<file path="config.mk">
export PLATFORM = sky130hd
export DESIGN_NAME = pram_phase_scheduler_flat
export DESIGN_NICKNAME = d
export VERILOG_FILES = /design/src/rtl/pram_phase_scheduler_if.sv /design/src/rtl/pram_phase_scheduler.sv /design/src/flat_wrapper.sv
export SDC_FILE = /design/constraint.sdc
export NUM_CORES = 1
export LEC_CHECK = 0
export ABC_AREA = 1
export CORE_AREA = 2 2 97 80
export CTS_CLUSTER_SIZE = 20
export DETAILED_ROUTE_END_ITERATION = 8
export DIE_AREA = 0 0 99 82
export HOLD_SLACK_MARGIN = 0.02
export PLACE_DENSITY = 0.74
export SKIP_LAST_GASP = 1
export SYNTH_ARGS = -nofsm -noshare
export SYNTH_HDL_FRONTEND = slang
export SYNTH_SLANG_ARGS = --single-unit
</file>
<file path="constraint.sdc">
create_clock -name clk -period 2.7 [get_ports clk]
set_clock_uncertainty 0.2 [all_clocks]
set_input_delay 0.54 -clock clk [delete_from_list [all_inputs] [get_ports clk]]
set_output_delay 0.54 -clock clk [all_outputs]
set_load 0.005 [all_outputs]
</file>
<file path="src/rtl/pram_phase_scheduler_if.sv">
// pram_phase_scheduler_if: start/finish, ipm/opm requester, MAC and PRAM DA signals of the phase scheduler
interface pram_phase_scheduler_if #(
  parameter int D_LEN     = 16,
  parameter int DA_AWIDTH = 10,
  parameter int OFS_WIDTH = 8,
  parameter int LAYER_W   = 4
);
  logic                 nn_start;
  logic                 nn_finish;
  logic                 busy;
  logic                 err;
  logic                 ipm_request;
  logic                 ipm_wen;
  logic [D_LEN-1:0]     ipm_din;
  logic [DA_AWIDTH-1:0] ipm_base;
  logic [OFS_WIDTH-1:0] ipm_offset;
  logic                 ipm_finish;
  logic                 ipm_enable;
  logic                 opm_request;
  logic [DA_AWIDTH-1:0] opm_base;
  logic [OFS_WIDTH-1:0] opm_offset;
  logic                 opm_finish;
  logic                 opm_enable;
  logic                 mac_start;
  logic [LAYER_W-1:0]   mac_layer;
  logic                 mac_finish;
  logic                 da_wen;
  logic [DA_AWIDTH-1:0] da_addr;
  logic [D_LEN-1:0]     da_din;
  modport slave (
    input  nn_start, ipm_request, ipm_wen, ipm_din, ipm_base, ipm_offset, ipm_finish,
           opm_request, opm_base, opm_offset, opm_finish, mac_finish,
    output nn_finish, busy, err, ipm_enable, opm_enable, mac_start, mac_layer,
           da_wen, da_addr, da_din
  );
  modport master (
    output nn_start, ipm_request, ipm_wen, ipm_din, ipm_base, ipm_offset, ipm_finish,
           opm_request, opm_base, opm_offset, opm_finish, mac_finish,
    input  nn_finish, busy, err, ipm_enable, opm_enable, mac_start, mac_layer,
           da_wen, da_addr, da_din
  );
endinterface

</file>
<file path="src/rtl/pram_phase_scheduler.sv">
// pram_phase_scheduler: sequences load -> LAYERS MAC passes -> drain over the PRAM DA port, with a watchdog
module pram_phase_scheduler #(
  parameter int D_LEN     = 16,
  parameter int DA_AWIDTH = 10,
  parameter int OFS_WIDTH = 8,
  parameter int LAYERS    = 3,
  parameter int LAYER_W   = 4,
  parameter int TIMEOUT   = 1024,
  parameter int TO_W      = 11
) (
  input logic                   clk,
  input logic                   rst,
  pram_phase_scheduler_if.slave bus
);
  typedef enum logic [2:0] {IDLE, LOAD, CALC, CALC_WAIT, DRAIN, DONE, ERR} state_t;
  localparam logic [TO_W-1:0]    WD_LAST    = TO_W'(TIMEOUT > 0 ? TIMEOUT - 1 : 0);
  localparam logic [LAYER_W-1:0] LAST_LAYER = LAYER_W'(LAYERS - 1);
  state_t               r_state, w_next;
  logic [LAYER_W-1:0]   r_layer;
  logic [TO_W-1:0]      r_wd;
  logic                 r_da_wen;
  logic [DA_AWIDTH-1:0] r_da_addr;
  logic [D_LEN-1:0]     r_da_din;
  logic                 w_ipm_beat, w_opm_beat, w_act, w_counting, w_timeout;
  assign w_ipm_beat = r_state == LOAD && bus.ipm_request;
  assign w_opm_beat = r_state == DRAIN && bus.opm_request;
  assign w_act      = w_ipm_beat || w_opm_beat;
  assign w_counting = r_state inside {LOAD, CALC_WAIT, DRAIN};
  // an active request in the limit cycle counts as progress, so it never times out
  assign w_timeout  = (TIMEOUT > 0) && w_counting && !w_act && r_wd == WD_LAST;
  always_comb begin
    w_next = r_state;
    case (r_state)
      IDLE:      w_next = bus.nn_start ? LOAD : IDLE;
      LOAD:      w_next = bus.ipm_finish ? CALC : w_timeout ? ERR : LOAD;
      CALC:      w_next = CALC_WAIT;
      CALC_WAIT: w_next = bus.mac_finish ? (r_layer == LAST_LAYER ? DRAIN : CALC) :
                          w_timeout ? ERR : CALC_WAIT;
      DRAIN:     w_next = bus.opm_finish ? DONE : w_timeout ? ERR : DRAIN;
      DONE:      w_next = IDLE;
      default:   w_next = ERR;
    endcase
  end
  always_ff @(posedge clk or posedge rst) begin
    if (rst) begin
      r_state <= IDLE;
      r_layer <= '0;
      r_wd    <= '0;
    end else begin
      r_state <= w_next;
      if (r_state == CALC_WAIT && bus.mac_finish)
        r_layer <= (r_layer == LAST_LAYER) ? '0 : r_layer + 1'b1;
      if (w_next != r_state || w_act)
        r_wd <= '0;
      else if (w_counting && r_wd != '1)
        r_wd <= r_wd + 1'b1;
    end
  end
  always_ff @(posedge clk or posedge rst) begin
    if (rst) begin
      r_da_wen  <= 1'b0;
      r_da_addr <= '0;
      r_da_din  <= '0;
    end else begin
      r_da_wen <= w_ipm_beat && bus.ipm_wen;
      if (w_ipm_beat) begin
        r_da_addr <= bus.ipm_base + DA_AWIDTH'(bus.ipm_offset);
        r_da_din  <= bus.ipm_din;
      end else if (w_opm_beat)
        r_da_addr <= bus.opm_base + DA_AWIDTH'(bus.opm_offset);
    end
  end
  assign bus.nn_finish  = r_state == DONE;
  assign bus.busy       = r_state != IDLE;
  assign bus.err        = r_state == ERR;
  assign bus.ipm_enable = r_state == LOAD;
  assign bus.opm_enable = r_state == DRAIN;
  assign bus.mac_start  = r_state == CALC;
  assign bus.mac_layer  = r_layer;
  assign bus.da_wen     = r_da_wen;
  assign bus.da_addr    = r_da_addr;
  assign bus.da_din     = r_da_din;
endmodule

</file>
<file path="src/flat_wrapper.sv">
// flat-port wrapper written by rule: the top's interface ports become plain ports
module pram_phase_scheduler_flat 
#(
  parameter int D_LEN     = 16,
  parameter int DA_AWIDTH = 10,
  parameter int OFS_WIDTH = 8,
  parameter int LAYERS    = 3,
  parameter int LAYER_W   = 4,
  parameter int TIMEOUT   = 1024,
  parameter int TO_W      = 11
)
  (clk, rst, bus_nn_start, bus_ipm_request, bus_ipm_wen, bus_ipm_din, bus_ipm_base, bus_ipm_offset, bus_ipm_finish, bus_opm_request, bus_opm_base, bus_opm_offset, bus_opm_finish, bus_mac_finish, bus_nn_finish, bus_busy, bus_err, bus_ipm_enable, bus_opm_enable, bus_mac_start, bus_mac_layer, bus_da_wen, bus_da_addr, bus_da_din);
  pram_phase_scheduler_if #(.D_LEN(D_LEN), .DA_AWIDTH(DA_AWIDTH), .OFS_WIDTH(OFS_WIDTH), .LAYER_W(LAYER_W)) bus_i ();
  input logic clk;
  input logic rst;
  input wire logic [$bits(bus_i.nn_start)-1:0] bus_nn_start;
  input wire logic [$bits(bus_i.ipm_request)-1:0] bus_ipm_request;
  input wire logic [$bits(bus_i.ipm_wen)-1:0] bus_ipm_wen;
  input wire logic [$bits(bus_i.ipm_din)-1:0] bus_ipm_din;
  input wire logic [$bits(bus_i.ipm_base)-1:0] bus_ipm_base;
  input wire logic [$bits(bus_i.ipm_offset)-1:0] bus_ipm_offset;
  input wire logic [$bits(bus_i.ipm_finish)-1:0] bus_ipm_finish;
  input wire logic [$bits(bus_i.opm_request)-1:0] bus_opm_request;
  input wire logic [$bits(bus_i.opm_base)-1:0] bus_opm_base;
  input wire logic [$bits(bus_i.opm_offset)-1:0] bus_opm_offset;
  input wire logic [$bits(bus_i.opm_finish)-1:0] bus_opm_finish;
  input wire logic [$bits(bus_i.mac_finish)-1:0] bus_mac_finish;
  output wire logic [$bits(bus_i.nn_finish)-1:0] bus_nn_finish;
  output wire logic [$bits(bus_i.busy)-1:0] bus_busy;
  output wire logic [$bits(bus_i.err)-1:0] bus_err;
  output wire logic [$bits(bus_i.ipm_enable)-1:0] bus_ipm_enable;
  output wire logic [$bits(bus_i.opm_enable)-1:0] bus_opm_enable;
  output wire logic [$bits(bus_i.mac_start)-1:0] bus_mac_start;
  output wire logic [$bits(bus_i.mac_layer)-1:0] bus_mac_layer;
  output wire logic [$bits(bus_i.da_wen)-1:0] bus_da_wen;
  output wire logic [$bits(bus_i.da_addr)-1:0] bus_da_addr;
  output wire logic [$bits(bus_i.da_din)-1:0] bus_da_din;
  assign bus_i.nn_start = bus_nn_start;
  assign bus_i.ipm_request = bus_ipm_request;
  assign bus_i.ipm_wen = bus_ipm_wen;
  assign bus_i.ipm_din = bus_ipm_din;
  assign bus_i.ipm_base = bus_ipm_base;
  assign bus_i.ipm_offset = bus_ipm_offset;
  assign bus_i.ipm_finish = bus_ipm_finish;
  assign bus_i.opm_request = bus_opm_request;
  assign bus_i.opm_base = bus_opm_base;
  assign bus_i.opm_offset = bus_opm_offset;
  assign bus_i.opm_finish = bus_opm_finish;
  assign bus_i.mac_finish = bus_mac_finish;
  assign bus_nn_finish = bus_i.nn_finish;
  assign bus_busy = bus_i.busy;
  assign bus_err = bus_i.err;
  assign bus_ipm_enable = bus_i.ipm_enable;
  assign bus_opm_enable = bus_i.opm_enable;
  assign bus_mac_start = bus_i.mac_start;
  assign bus_mac_layer = bus_i.mac_layer;
  assign bus_da_wen = bus_i.da_wen;
  assign bus_da_addr = bus_i.da_addr;
  assign bus_da_din = bus_i.da_din;
  pram_phase_scheduler #(.D_LEN(D_LEN), .DA_AWIDTH(DA_AWIDTH), .OFS_WIDTH(OFS_WIDTH), .LAYERS(LAYERS), .LAYER_W(LAYER_W), .TIMEOUT(TIMEOUT), .TO_W(TO_W)) u_core (.clk(clk), .rst(rst), .bus(bus_i));
endmodule
</file>
==> run summary <==
Post-Synthesis Cells = 431
initial antenna violation count = 0
CTS H-tree lvls = 2
DRC errors left = 0
via count = 3180
area grow syn2layout = 40.3%
count leader, synth = nand2_1
CTS Sinks = 45
Max FO, Critical Path = 6
Mean Syn Cell Area = 7.26 µm²
Synth top area share = 36.0%
first-pass GRT wire length = 13.5 mm
Worst R2R Start = u_core.r_wd[0]
commonest cells in the netlist = 135 x nand2_1, 49 x inv_1, 45 x dfrtp_1
Switching Share = 38.7%
Simple-Gate Fraction of Synth Area = 35.7%
PwrDens = 754 nW/µm²
internal power = 2.03 mW
Antenna Cells = 0
path type of the worst setup path = reg -> out
asr flop ratio synth = 100%
leak pwr = 2.08 nW
hold_buf cts = 0
WL per Instance = 12.7 µm
core area = 7180 µm²
sequential share of power = 33.8%
Iteration-0 DRC Markers = 141
crit path time final = 2.43 ns
GPL Wtd Cong = 0.958
Clk pwr share = 16.1%
largest net degree at the start of global routing = 17
Post-Route WL = 8.02 mm
pin slew with the least headroom to its limit = 0.354 ns
Finish-stage setup viols = 0
CTS clk-pin slew, worst paths = 0.10 ns
CP arrival = 1.69 ns
row cnt = 28
R2R setup slack = 0.48 ns
Post-Place Cells = 623
Layout Cells excl Fill = 631
die area = 8120 µm²
ys flop type = dfrtp_1
Hold Path Origin = u_core.bus.da_din[5]
CP Launch Type = flop
Unique masters post-synth = 38
Worst VDD drop = 0.000460 V
CTS Buffer Depth = 2
post-synthesis cell area = 3130 µm²
die width = 99 µm
total chip power = 3.31 mW
Worst-Skew Late Latency = 0.30 ns
number of global-route vias before repair = 2947
number of port buffers = 97
Tot GR Track Use = 20.4%
Hold EP = u_core.bus.da_din[5]
Remaining Overflow, GRT = 0
Cells on Worst Hold Path = 2
Fin. Hold Viols = 0
I/O pins = 98
Initial Util = 43.6%
share of cells above drive strength 1 = 9.98%
Post-CTS Setup Bufs = 0
Post-Synthesis Net Count = 511
CP Capture Type = output pin
Synth Area in XOR/XNOR = 2.24%
dpl hpwl = 6.48 mm
nets@finish = 620
adder-cell share of the synthesized area = 8.08%
net switching power = 1.28 mW
FF-to-FF path depth = 11
DR vias/cell = 5.04
combinational power share = 50.1%
Synth Area in Compound Gates = 10.4%
Ys Warns = 0
combinational family with the most area after synthesis = simple AND/OR/NAND/NOR gates
RSZ-0062 raised after global routing = no
ranking of synthesized cells by area = dfrtp_1 36%, nand2_1 16%, ha_1 6.8%
sequential area share after synthesis = 36.0%
maxcap violations = 0
fin crit share = 90.0%
Root Buffer = clkbuf_8
Highest Clock Rate = 0.412 GHz
reg-to-reg endpoint = u_core.r_wd[4]
multiplexer share of the synthesized area = 0%
worst min path class = reg -> reg
TritonCTS clock tree = yes
antenna-violating nets left = 0
Slew Limit Fails = 0
Req. time, crit path = 1.96 ns
Finished Core Util = 61.1%
chip height = 82 µm
Slew headroom = 76.4%
#FFs+latches synth = 45
EDFF count, synth = 0
status = complete, no violations
total CTS buffers = 5
Synth area leader = dfrtp_1
drt first pass iters = 4
post-CTS resize count = 0
## power by group through the flow
| stage | registers (mW) | clock network (mW) | logic [mW] |
|---|---|---|---|
| 4_1_cts | 1.12 | 0.547 | 1.67 |
| 2_1_floorplan | 1.11 | 0 | 0.870 |
| 3_3_place_gp | 1.12 | 0 | 1.63 |
| 6_report | 1.12 | 0.532 | 1.66 |
| 3_5_place_dp | 1.12 | 0 | 1.66 |
| 5_1_grt | 1.15 | 0.574 | 1.84 |
## cells in the final DEF (no fill, tap or decap), types with 14 or more instances in the layout
cell               n
o21ai_0           22
dfrtp_1           45
a21oi_1           18
nand3_1           31
buf_4             14
inv_1             48
ha_1              17
nand2_1          135
clkdlybuf4s50_1   97
nor2_1            27
## metal layers
metal | routed length (µm) | vias to the layer above | global-route usage, %
met5 | 0 | - | 0
met4 | 99 | 0 | 5.48
met3 | 529 | 9 | 4.17
met2 | 3450 | 100 | 31.7
met1 | 3940 | 1448 | 29.0
li1 | - | 1623 | -
## final cells by class
| cell class | instances | area, µm² |
|---|---|---|
| well taps | 90 | 113 |
| clock buffers | 5 | 68.8 |
| clock inverters | 3 | 47.5 |
| repair buffers | 111 | 1080 |
| fillers | 624 | 2790 |
| inverters | 52 | 195 |
| multi-input cells | 325 | 1760 |
| flip-flops and latches | 45 | 1130 |
## through the flow
step / worst slack (ns) / cell area (µm²) / hold slack [ns] / setup TNS (ns)
after global placement: 0.0354 / 4270 / 0.263 / 0
after global routing: 0.114 / 4390 / 0.308 / 0
after CTS: 0.258 / 4390 / 0.290 / 0
after floorplan: 0.482 / 3130 / 0.272 / 0
final: 0.270 / 4390 / 0.288 / 0
after detailed placement: -0.0364 / 4270 / 0.264 / -0.0383
## flip-flops by register name (all words and copies together), names as in the netlist
signal / count
u_core.bus.da_din: 16
u_core.r_wd: 11
u_core.bus.da_addr: 10
u_core.bus.mac_layer: 4
u_core.r_state: 3
u_core.bus.da_wen: 1
## critical path, cell delays in order (launching register included)
cell and delay (ns):
dfrtp_1 0.47, nor2_2 0.23, nand2_2 0.11, inv_1 0.08, clkdlybuf4s50_1 0.49
## cell families after synthesis
kind of cell / after synthesis
simple gates: 241
flops: 45
fa+ha+maj: 19
xor+xnor: 8
buf+inv: 61
compound gates: 57
## how the worst max path moves through the flow
stage | start | cells past startpoint | end
CTS | u_core.r_state[1] | 4 | bus_opm_enable
global placement | bus_opm_offset[0] | 16 | u_core.bus.da_addr[6]
global route | u_core.r_state[1] | 3 | bus_err
finish | u_core.r_state[1] | 4 | bus_opm_enable
detailed placement | bus_ipm_offset[0] | 12 | u_core.bus.da_addr[8]
floorplan | bus_ipm_offset[0] | 11 | u_core.bus.da_addr[8]
Note: power is estimated with default switching activity, not from simulation.
